<file path="config.mk">
export PLATFORM = sky130hd
export DESIGN_NAME = i2c_arbiter
export DESIGN_NICKNAME = d
export VERILOG_FILES = /design/src/rtl/i2c_arbiter.sv
export SDC_FILE = /design/constraint.sdc
export NUM_CORES = 1
export LEC_CHECK = 0
export ABC_AREA = 1
export CORE_MARGIN = 5
export CORE_UTILIZATION = 30
export DETAILED_ROUTE_END_ITERATION = 10
export MAX_ROUTING_LAYER = met4
export PLACE_DENSITY_LB_ADDON = 0.08
export SYNTH_ARGS = -nofsm -noshare
export SYNTH_HDL_FRONTEND = slang
export SYNTH_SLANG_ARGS = --single-unit
</file>
<file path="constraint.sdc">
create_clock -name clk -period 1.4 [get_ports clk]
set_input_delay 0.28 -clock clk [delete_from_list [all_inputs] [get_ports clk]]
set_output_delay 0.28 -clock clk [all_outputs]
set_load 0.02 [all_outputs]
</file>
<file path="src/rtl/i2c_arbiter.sv">
// ============================================================================
// Module   : i2c_arbiter
// Brief    : Round-robin arbiter sharing one I2C byte engine between two
//            requesters; optional watchdog enabled by I2C_ARB_TIMEOUT_EN.
// Revision : 1.0
// ============================================================================
`default_nettype none

module i2c_arbiter #(
  parameter int TIMEOUT   = 1000,
  parameter int TIMEOUT_W = 16
) (
  input  logic       clk,
  input  logic       reset,
  input  logic       req0,
  input  logic       req1,
  output logic       gnt0,
  output logic       gnt1,
  input  logic       send0,
  input  logic       send1,
  input  logic [7:0] datasend0,
  input  logic [7:0] datasend1,
  input  logic       receive0,
  input  logic       receive1,
  output logic       sended0,
  output logic       sended1,
  output logic       received0,
  output logic       received1,
  output logic [7:0] datareceive,
  output logic       eng_send,
  output logic       eng_receive,
  output logic [7:0] eng_datasend,
  input  logic       eng_sended,
  input  logic       eng_received,
  input  logic [7:0] eng_datareceive,
  input  logic       eng_ready,
  output logic       timeout_err
);

  typedef enum logic [1:0] {
    IDLE    = 2'd0,
    GRANT0  = 2'd1,
    GRANT1  = 2'd2,
    RELEASE = 2'd3
  } state_t;

  if (TIMEOUT >= (1 << TIMEOUT_W)) begin : g_timeout_range_check
    $error("i2c_arbiter: TIMEOUT does not fit in TIMEOUT_W bits");
  end

  state_t state_q;
  logic   gnt0_q;
  logic   gnt1_q;
  logic   last_q;   // 1: requester 1 was granted most recently
  logic   elig0;
  logic   elig1;

`ifdef I2C_ARB_TIMEOUT_EN
  localparam logic [TIMEOUT_W-1:0] C_CNT_LAST = TIMEOUT_W'(TIMEOUT - 1);

  logic [TIMEOUT_W-1:0] cnt_q;
  logic                 inelig0_q;
  logic                 inelig1_q;
  logic                 timeout_err_q;
  logic                 strobe;

  assign elig0       = req0 & ~inelig0_q;
  assign elig1       = req1 & ~inelig1_q;
  assign strobe      = eng_sended | eng_received;
  assign timeout_err = timeout_err_q;
`else
  assign elig0       = req0;
  assign elig1       = req1;
  assign timeout_err = 1'b0;
`endif

  always_ff @(posedge clk) begin
    if (reset) begin
      state_q       <= IDLE;
      gnt0_q        <= 1'b0;
      gnt1_q        <= 1'b0;
      last_q        <= 1'b1;
`ifdef I2C_ARB_TIMEOUT_EN
      cnt_q         <= '0;
      inelig0_q     <= 1'b0;
      inelig1_q     <= 1'b0;
      timeout_err_q <= 1'b0;
`endif
    end else begin
`ifdef I2C_ARB_TIMEOUT_EN
      timeout_err_q <= 1'b0;
      // A timed-out requester becomes eligible again once it drops req.
      if (!req0) inelig0_q <= 1'b0;
      if (!req1) inelig1_q <= 1'b0;
`endif
      case (state_q)
        IDLE: begin
          if (eng_ready && (elig0 || elig1)) begin
`ifdef I2C_ARB_TIMEOUT_EN
            cnt_q <= '0;
`endif
            if (elig0 && (!elig1 || last_q)) begin
              state_q <= GRANT0;
              gnt0_q  <= 1'b1;
              last_q  <= 1'b0;
            end else begin
              state_q <= GRANT1;
              gnt1_q  <= 1'b1;
              last_q  <= 1'b1;
            end
          end
        end
        GRANT0: begin
          if (!req0) begin
            state_q <= RELEASE;
            gnt0_q  <= 1'b0;
          end
`ifdef I2C_ARB_TIMEOUT_EN
          else if (strobe) begin
            cnt_q <= '0;
          end else if (cnt_q == C_CNT_LAST) begin
            state_q       <= RELEASE;
            gnt0_q        <= 1'b0;
            timeout_err_q <= 1'b1;
            inelig0_q     <= 1'b1;
          end else begin
            cnt_q <= cnt_q + 1'b1;
          end
`endif
        end
        GRANT1: begin
          if (!req1) begin
            state_q <= RELEASE;
            gnt1_q  <= 1'b0;
          end
`ifdef I2C_ARB_TIMEOUT_EN
          else if (strobe) begin
            cnt_q <= '0;
          end else if (cnt_q == C_CNT_LAST) begin
            state_q       <= RELEASE;
            gnt1_q        <= 1'b0;
            timeout_err_q <= 1'b1;
            inelig1_q     <= 1'b1;
          end else begin
            cnt_q <= cnt_q + 1'b1;
          end
`endif
        end
        RELEASE: begin
          if (eng_ready) state_q <= IDLE;
        end
        default: begin
          state_q <= IDLE;
          gnt0_q  <= 1'b0;
          gnt1_q  <= 1'b0;
        end
      endcase
    end
  end

  assign gnt0        = gnt0_q;
  assign gnt1        = gnt1_q;
  assign datareceive = eng_datareceive;

  // Zero-latency steering of the granted requester onto the engine.
  always_comb begin
    eng_send     = 1'b0;
    eng_receive  = 1'b0;
    eng_datasend = 8'd0;
    sended0      = 1'b0;
    sended1      = 1'b0;
    received0    = 1'b0;
    received1    = 1'b0;
    if (gnt0_q) begin
      eng_send     = send0;
      eng_receive  = receive0 & ~send0;
      eng_datasend = datasend0;
      sended0      = eng_sended;
      received0    = eng_received;
    end else if (gnt1_q) begin
      eng_send     = send1;
      eng_receive  = receive1 & ~send1;
      eng_datasend = datasend1;
      sended1      = eng_sended;
      received1    = eng_received;
    end
  end

endmodule

`default_nettype wire

</file>
Word-level counts from Yosys, hierarchy flattened
Cells that the tools add are included.

operators by class
  equal/unequal tests = 9
  muxes and demuxes = 27
  bitwise logic cells = 4
  reductions and logical operators = 12

operators with widths
  kind                  number
  $mux W1               17
  $mux W8               2
  $ne A2 B2 Y1 const B  6
  $reduce_and A4 Y1     3
  $mux W2               5
  $pmux W2 S4           1
  $eq A2 B2 Y1 const B  2
  $pmux W1 S2           2
  $reduce_bool A2 Y1    2
  $and A1 B1 Y1         2
  $eq A2 B1 Y1 const B  1
  $logic_and A1 B1 Y1   2
  $logic_not A2 Y1      1
  $logic_or A1 B1 Y1    2
  $not A1 Y1            2
  $reduce_and A2 Y1     1
  $logic_not A1 Y1      1

word-level totals
  register bits after elaboration = 5
  bits of input ports = 35
  word-level logic and storage cells = 56

Logic depth before layout (Yosys ltp)
  depth after elaboration = 6
  depth in mapped cells = 9
  gate-level depth less buffers = 9

Worst setup path before layout
Ideal clock, no wire load.

  path kind = register to output
  start point = reg gnt1_q (netlist: gnt1)
  end point = out eng_receive
  arrival = 1,098 ps
  data required time = 1,120 ps
  setup slack = 22 ps
  stages on the path, launching flop included = 3
  buffers on the path = 0
  path through = dfxtp_1 -> nand2_1 -> o31ai_1

between the ends
  longest elaborated chain between the ends = 2

RTL lines
  item                      RTL line  RTL
  start: declaration        53        logic gnt1_q;
  start signal: assignment  81        gnt1_q <= 1'b0;
  start signal: assignment  108       gnt1_q <= 1'b1;
  start signal: assignment  134       gnt1_q <= 1'b0;
  $mux W1                   180       end else if (gnt1_q) begin
  $mux W1                   174       if (gnt0_q) begin
  end: declaration          31        output logic eng_receive,

No other way between the ends.

Worst setup path in the final report
  start point = reg gnt0_q (netlist: gnt0)
  end point = out eng_receive

between the ends
  longest elaborated chain between the ends = 1

RTL lines
  item                      RTL line  RTL
  start: declaration        52        logic gnt0_q;
  start signal: assignment  80        gnt0_q <= 1'b0;
  start signal: assignment  104       gnt0_q <= 1'b1;
  start signal: assignment  116       gnt0_q <= 1'b0;
  $mux W1                   174

No other way between the ends.

==> flow_metrics.env <==
export IMPL_tritoncts="yes"
export IMPL_grtUsageTotal_pct=13.7
export IMPL_insertedDiodeCount=0
export IMPL_gr_total_overflow=0
export IMPL_mappedNetlistArea_um2=628
export IMPL_clk_pin_slew_worst_paths_ps=50
export IMPL_design_area_um2=1070
export IMPL_clock_sink_count=5
export IMPL_cp_data_arrival_time_ps=1150
export IMPL_status="finished, violations left"
export IMPL_worstSkewPairLatency_ps=250
export IMPL_final_worst_setup_slack_ps=-25.6
export IMPL_cts_inserted_buffers=3
export IMPL_final_antenna_violating_net_count=0
export IMPL_reg2reg_depth=8
export IMPL_dieHeight_um=55.8
export IMPL_finalWirelength_um=2010
export IMPL_min_path_type="reg2reg"
export IMPL_drive_above_1_share_pct=23.4
export IMPL_synth_seq_cells=5
export IMPL_die_area_um2=3110
export IMPL_post_layout_net_count=195
export IMPL_power_static_leakage_nw=0.591
export IMPL_hold_viol_final=0
export IMPL_place_detailed_instances=177
export IMPL_powerDensity_nw_per_um2=1290
export IMPL_synthesis_instances=112
export IMPL_unrepaired_setup_endpoints_after_global_routing="true"
export IMPL_post_synth_num_cell_types=17
export IMPL_seq_area_frac_synth_pct=15.9
export IMPL_initial_core_util_pct=31.7
export IMPL_fin_cells=181
export IMPL_total_power_mw=1.38
export IMPL_design_core_area_um2=1980
export IMPL_row_count=16
export IMPL_critPathLaunchType="flop"
export IMPL_maxSlewViolCount=0
export IMPL_whs_ps=472
export IMPL_endpoint_kind="output port"
export IMPL_min_period_ps=1430
export IMPL_grt_pass1_wl_um=3390
export IMPL_dr_pass1_iters=3
export IMPL_grt_max_degree=12
export IMPL_grt_antenna_before_repair=0
export IMPL_place_worst_setup_slack_ps=-535
export IMPL_timing_critical_path_from="gnt0$_SDFFE_PP0P_"
export IMPL_syn2layout_area_growth_pct=69.9
export IMPL_min_delay_start="last_q$_SDFFE_PP1P_"
export IMPL_vias_in_the_first_global_route=744
export IMPL_synth_yosys_warnings=0
export IMPL_power_ir_vdd_worst_mv=0.820
export IMPL_cts_max_path_buffers=2
export IMPL_cp_data_required_time_ps=1120
export IMPL_setup_skew_ps=6.32
export IMPL_io_pins=60
export IMPL_holdPathStages=2
export IMPL_route_vias_total=751
export IMPL_routedWlPerCell_um=11.1
export IMPL_max_freq_mhz=701
export IMPL_ctsHtreeMaxLevel=1
export IMPL_drv_max_cap_violation_count=0
export IMPL_io_buffer_count=42
export IMPL_setup_viol=1
export IMPL_crit_path_max_fanout=3
export IMPL_path_class="reg2out"
export IMPL_place_gp_congestion=0.803
export IMPL_detailed_place_area_um2=1070
export IMPL_drt_initial_drc_count=6
export IMPL_final_min_period_over_clock_period_pct=102
export IMPL_drcViolationCount=0
export IMPL_buffer_type_at_the_clock_tree_root="clkbuf_4"
export IMPL_postSynthNetCount=152
export IMPL_worst_r2r_startpoint="state_q[0]$_SDFFE_PP0P_"
export IMPL_horizontal_die_dimension_um=55.8
export IMPL_route_detailed_vias_per_inst=4.15
export IMPL_place_hpwl_um=1620
export IMPL_postSynthAreaPerCell_um2=5.61
export IMPL_violations="negative setup slack"
[flip-flops by register name (all words and copies together), names as in the netlist]
register  count
gnt0          1
last_q        1
state_q       2
gnt1          1
[cell usage in the layout, fill, tap and decap left out, drive strengths merged]
master / count
a21oi: 1
buf: 22
clkbuf: 4
clkdlybuf4s50: 24
conb: 1
dfxtp: 5
dlygate4sd2: 4
ha: 5
inv: 16
nand2: 34
nand3: 14
nand3b: 1
nand4: 2
nor2: 15
o21ai: 5
o31ai: 1
[cell families after synthesis]
group	count (synthesis)	synth area share, %
other	1	0.597
DFF	5	15.9
AOI/OAI and AO/OA	7	5.98
and+or+nand+nor	66	44.8
adders and majority gates	5	9.96
buffers and inverters	28	22.7
[per-layer routing]
layer / up-vias / share of wire, % / global-route usage [%]
li1: 421 / - / -
met2: 21 / 52 / 25.2
met3: 0 / 7.9 / 5.57
met4: 0 / 0 / 2.08
met5: - / 0 / -
met1: 309 / 40 / 13.7
[timing repair]
item                       CTS  global route
buffers inserted             0             0
hold endpoints to repair     0             0
hold buffers                 0             0
setup endpoints to repair   16            13
resized for setup           65            15
pin swaps                    1             1
[final cells by class]
class                      count  area [um2]
multi-input combinational     79         403
sequential                     5         104
clock buffer                   4        26.3
tap                           27        33.8
timing repair buffer          50         440
fill                         214         915
inverter                      16        60.1
[synth_stat cells]
cell type | count | share of area [%]
nand3_1 | 13 | 10
nand3_2 | 1 | 1.6
o31ai_1 | 1 | 1.2
buf_2 | 3 | 2.4
dfxtp_1 | 5 | 16
nand2_1 | 34 | 20
buf_4 | 9 | 11
nor2_2 | 1 | 1.0
o21ai_0 | 3 | 2.4
nand4_1 | 2 | 2.0
a21oi_1 | 1 | 0.80
conb_1 | 1 | 0.60
o21ai_1 | 2 | 1.6
ha_1 | 5 | 10
inv_1 | 16 | 9.6
nand3b_1 | 1 | 1.2
nor2_1 | 14 | 8.4
[stage by stage]
step,TNS (ps),utilization (%)
floorplan,0,-
global placement,-5140,54.1
detailed placement,-5280,54.1
CTS,0,52.3
global route,-75.7,53.9
finish,-25.6,53.9
[report_power, final]
part           leakage (nW)  total, mW  internal, mW  switching (mW)
Clock                0.0150      0.171         0.108          0.0632
Sequential           0.0424      0.233         0.194          0.0389
Combinational         0.533      0.971         0.431           0.540
Total                 0.591       1.38         0.733           0.642
[critical path, stage by stage, from the launching register on]
cell and delay, ps:
dfxtp_2 330, inv_2 70, nand2_1 50, o31ai_1 230
buf_2 220
[worst paths after layout]
kind,endpoint,slack (ps)
worst min register to register,last_q$_SDFFE_PP1P_,470
worst max-delay path,eng_receive,-30
worst max register to register,state_q[1]$_SDFFE_PP0P_,160
worst min-delay path,last_q$_SDFFE_PP1P_,470
No activity file was read; power rests on OpenSTA's default activity.
